## src/rtl/wide_add_pkg.sv

```systemverilog
// wide_add_pkg: shared state encoding, index-width helper and default sizes for wide_add_sequencer.
package wide_add_pkg;
    typedef enum logic [1:0] {IDLE = 2'd0, RUN = 2'd1, DONE = 2'd2} state_t;
    localparam int N_DEF = 8;
    localparam int WORDS_DEF = 4;
    function automatic int idx_w(input int words);
        return (words <= 1) ? 1 : $clog2(words);
    endfunction
endpackage

```

## src/rtl/n_bit_adder.sv

```systemverilog
// n_bit_adder: combinational n-bit ripple adder with carry in/out.
module n_bit_adder #(
    parameter int n = 8
) (
    input  logic [n-1:0] a,
    input  logic [n-1:0] b,
    input  logic         cin,
    output logic [n-1:0] sum,
    output logic         cout
);
    assign {cout, sum} = {1'b0, a} + {1'b0, b} + {{n{1'b0}}, cin};
endmodule

```

## src/rtl/wide_add_sequencer.sv

```systemverilog
// wide_add_sequencer: adds two WORDS*N-bit operands one N-bit chunk per clock, LS chunk first.
// Define WIDE_ADD_SUB_EN to add a 'sub' port selecting a-b.
module wide_add_sequencer
    import wide_add_pkg::*;
#(
    parameter int N = N_DEF,
    parameter int WORDS = WORDS_DEF,
    localparam int W = N * WORDS,
    localparam int IW = idx_w(WORDS)
) (
    input  logic         clk,
    input  logic         rst,
`ifdef WIDE_ADD_SUB_EN
    input  logic         sub,
`endif
    input  logic         in_valid,
    output logic         in_ready,
    input  logic [W-1:0] a,
    input  logic [W-1:0] b,
    input  logic         cin,
    output logic         out_valid,
    input  logic         out_ready,
    output logic [W-1:0] sum,
    output logic         carry_out,
    output logic         busy
);
    state_t         state_q, state_d;
    logic [IW-1:0]  idx_q;
    logic [W-1:0]   a_q, b_q, sum_q;
    logic           carry_q, cout_q;
    logic [N-1:0]   chunk_sum;
    logic           chunk_cout;
    logic           last;
    logic [W-1:0]   b_in;
    logic           c_in;

`ifdef WIDE_ADD_SUB_EN
    // Subtraction is a + ~b + 1; inverting at latch time is equivalent to per-chunk inversion.
    assign b_in = sub ? ~b : b;
    assign c_in = sub ? 1'b1 : cin;
`else
    assign b_in = b;
    assign c_in = cin;
`endif

    assign last      = idx_q == IW'(WORDS - 1);
    assign in_ready  = state_q == IDLE;
    assign out_valid = state_q == DONE;
    assign busy      = state_q != IDLE;
    assign sum       = sum_q;
    assign carry_out = cout_q;

    n_bit_adder #(.n(N)) u_adder (
        .a   (a_q[int'(idx_q)*N +: N]),
        .b   (b_q[int'(idx_q)*N +: N]),
        .cin (carry_q),
        .sum (chunk_sum),
        .cout(chunk_cout)
    );

    always_comb begin
        state_d = state_q;
        if (state_q == IDLE)
            state_d = in_valid ? RUN : IDLE;
        else if (state_q == RUN)
            state_d = last ? DONE : RUN;
        else
            state_d = out_ready ? IDLE : DONE;
    end

    always_ff @(posedge clk) begin
        if (rst) begin
            state_q <= IDLE;
            idx_q   <= '0;
            a_q     <= '0;
            b_q     <= '0;
            carry_q <= 1'b0;
            sum_q   <= '0;
            cout_q  <= 1'b0;
        end else begin
            state_q <= state_d;
            if (state_q == IDLE && in_valid) begin
                a_q     <= a;
                b_q     <= b_in;
                carry_q <= c_in;
                idx_q   <= '0;
            end
            if (state_q == RUN) begin
                sum_q[int'(idx_q)*N +: N] <= chunk_sum;
                carry_q <= chunk_cout;
                idx_q   <= last ? '0 : idx_q + 1'b1;
                if (last) cout_q <= chunk_cout;
            end
        end
    end
endmodule
```

## config.mk

```make
export PLATFORM = sky130hd
export DESIGN_NAME = wide_add_sequencer
export DESIGN_NICKNAME = d
export VERILOG_FILES = /design/src/rtl/wide_add_pkg.sv /design/src/rtl/n_bit_adder.sv /design/src/rtl/wide_add_sequencer.sv
export SDC_FILE = /design/constraint.sdc
export NUM_CORES = 1
export LEC_CHECK = 0
export ABC_AREA = 1
export BUFFER_PORTS_ARGS = -buffer_cell sky130_fd_sc_hd__buf_2
export CORE_ASPECT_RATIO = 1.2
export CORE_MARGIN = 1
export CORE_UTILIZATION = 54
export DETAILED_ROUTE_END_ITERATION = 6
export PLACE_DENSITY = 0.87
export SLEW_MARGIN = 5
export SYNTH_ARGS = -nofsm -noshare
export SYNTH_HDL_FRONTEND = slang
export SYNTH_SLANG_ARGS = --single-unit
```

## constraint.sdc

```tcl
create_clock -name clk -period 3.1 [get_ports clk]
set_input_delay 0.155 -clock clk [delete_from_list [all_inputs] [get_ports clk]]
set_output_delay 0.155 -clock clk [all_outputs]
set_load 0.01 [all_outputs]
```

==> flow_metrics.env <==
export IMPL_cts_buffers=9
export IMPL_drive_gt1_frac=0.192
export IMPL_ys_seq_area_frac=0.452
export IMPL_drt_vias_per_instance=5.37
export IMPL_min_path_cells=3
export IMPL_final_cells=813
export IMPL_initial_utilization=0.557
export IMPL_finalSetupTns_ns=0
export IMPL_crit_chain="clkinv_1 > a32oi_1 > inv_1 > fa_1 > inv_1 > nand2_1 > nand2_1 > nand2_1 > xnor2_1 > nand3_1 > a21oi_1"
export IMPL_crit_family="buffers and inverters"
export IMPL_cts_tree="built"
export IMPL_worstMarginPinSlew_ns=0.694
export IMPL_crit_fanout=21
export IMPL_r2r_cells=11
export IMPL_r2r_end="sum[20]"
export IMPL_hp_class="in2reg"
export IMPL_wl_per_cell_microns=13.5
export IMPL_fmax_mhz=364
export IMPL_nets=797
export IMPL_diodes=0
export IMPL_fin_crit_ns=2.75
export IMPL_worstPathArrival_ns=3.04
export IMPL_cp_start_kind="flip-flop"
export IMPL_die_h_microns=102
export IMPL_grt_max_degree=66
export IMPL_synth_cells=625
export IMPL_dr_pass1_iters=5
export IMPL_hpwl_mm=8.16
export IMPL_crit_type="reg2reg"
export IMPL_yosys_warnings=0
export IMPL_io_buffers=104
export IMPL_clk_latency_ns=0.37
export IMPL_worst_ep_required_time_ns=3.39
export IMPL_grt_pass1_vias=3915
export IMPL_syn_to_final_growth_pct=17.6
export IMPL_cts_root_buffer="clkbuf_8"
export IMPL_route_detailed_drc=0
export IMPL_mappedNetlistArea_sq_um=4520
export IMPL_die_area_sq_um=8730
export IMPL_finalMaxSlewViolations=0
export IMPL_grt_first_pass_wirelength_mm=17.8
export IMPL_hold_ws_ns=0.0285
export IMPL_powerDensity_nw_per_um2=593
export IMPL_status="complete, no violations"
export IMPL_clock_sinks=102
export IMPL_finClkSkew_ns=0.0105
export IMPL_cp_common_cell="nand2_1"
export IMPL_globalplace_congestion=1.01
export IMPL_antenna_found_initial=0
export IMPL_critPathCaptureType="flip-flop"
export IMPL_rrSetupSlack_ns=0.35
export IMPL_max_stage_delay_ns=0.47
export IMPL_io_pin_count=105
export IMPL_row_count=36
export IMPL_mostFrequentLayoutCells="nor2_1 (175), buf_2 (104), dfxtp_1 (102), o21ai_0 (93), nand2_1 (83)"
export IMPL_setup_viol=0
export IMPL_drv_cap=0
export IMPL_dpl_cell_count=796
export IMPL_rsz0062_at_grt="false"
export IMPL_routed_wl_mm=11.0
export IMPL_dpl_cell_area_sq_um=5060
export IMPL_num_vias=4363
export IMPL_ys_ff_latch=102
export IMPL_worst_path_buf_inv=3
export IMPL_core_sq_um=8110
export IMPL_critPathSlowestCell="fa_1"
export IMPL_hold_end="b_q[17]"
export IMPL_syn_area_per_cell_sq_um=7.22
export IMPL_hold_viol=0
export IMPL_slew_headroom=0.537
export IMPL_ant_nets=0
export IMPL_critPathLaunch="idx_q[1]"
export IMPL_final_common_cell="nor2_1"
export IMPL_fp_dieW_microns=85.5
export IMPL_syn_nets=709
export IMPL_hp_start="b[17]"
export IMPL_peakVddDrop_mv=0.309
export IMPL_p_leak_nw=2.36
export IMPL_min_period_over_period=0.887
export IMPL_clockBufferDepth=2
export IMPL_drtIter0Drc=245
export IMPL_grt_overflow_total=0
export IMPL_r2r_start="idx_q[1]"
export IMPL_h_tree_depth=3
export IMPL_synth_cell_types=29
export IMPL_path_clk_slew_ns=0.10
export IMPL_grt_usage=0.258
export IMPL_finalInstanceArea_sq_um=5310
[logic make-up (layout without fill, tap and decap cells)]
group,count (synthesis),in the layout,synth area share
xor+xnor,3,3,0.00582
buf+inv,63,156,0.0554
compound gates,154,154,0.181
fa+ha+maj,15,15,0.0449
simple gates,288,288,0.261
flops,102,102,0.452
[registers in the layout, summed over array words and instances, names as in the netlist]
signal	count
carry_out	1
a_q	32
idx_q	2
sum	32
carry_q	1
b_q	32
state_q	2
[worst max-delay path by stage]
stage / endpoint / slack, ns / cells after the start
CTS: sum[20] / 0.39 / 13
global placement: sum[12] / 0.51 / 13
detailed placement: sum[20] / 0.42 / 13
finish: sum[20] / 0.35 / 11
global route: sum[20] / 0.06 / 11
floorplan: sum[28] / 0.51 / 14
[power breakdown]
group          internal [mW]  switching [mW]  total [mW]
combinational          0.259           0.468       0.726
clock                  0.482           0.463       0.945
sequential              1.41          0.0655        1.48
[synth_stat cells (all sizes together)]
cell type	count	area (sq um)
nor2	179	702
dfxtp	102	2040
o21ai	93	465
nand2	85	329
a21oi	38	190
inv	26	97.6
clkbuf	22	82.6
nand3	14	70.1
o22ai	14	87.6
buf	13	62.6
ha	13	163
nand4	7	43.8
a22oi	3	22.5
a32oi	3	26.3
clkinv	2	7.51
fa	2	40.0
xnor2	2	17.5
a2111oi	1	8.76
a211oi	1	7.51
a22o	1	8.76
nor3	1	5.00
nor4	1	21.3
or2	1	6.26
xor2	1	8.76
[worst min-delay path: stages]
cell	delay [ns]
buf_2	0.07
o21ai_0	0.07
nor2_1	0.08
[stage by stage]
stage | worst slack, ns | power, mW | util
2_1_floorplan | 0.510 | 2.01 | -
3_3_place_gp | 0.508 | 2.19 | 0.624
3_5_place_dp | 0.416 | 2.22 | 0.624
4_1_cts | 0.386 | 3.14 | 0.654
5_1_grt | 0.0640 | 3.31 | 0.655
6_report | 0.350 | 3.15 | 0.655
[layer usage]
metal	routed length, microns	GRT usage
met2	5500	0.460
met4	275	0.115
met3	492	0.0315
met1	4700	0.313
met5	0	0
[area by class of cell]
cell class                 instances  area (sq um)
clock inverter                     6          92.6
sequential                       102          2040
clock buffer                      10           138
timing repair buffer             112           587
tap                               95           119
fill                             748          2800
inverter                          28           109
multi-input combinational        460          2220
[repair_timing]
item	in CTS	in global routing
setup buffers	0	0
hold endpoints to repair	1	0
resized for setup	0	2
hold buffers	1	0
setup endpoints to repair	0	1
Note: power is estimated with default switching activity, not from simulation.
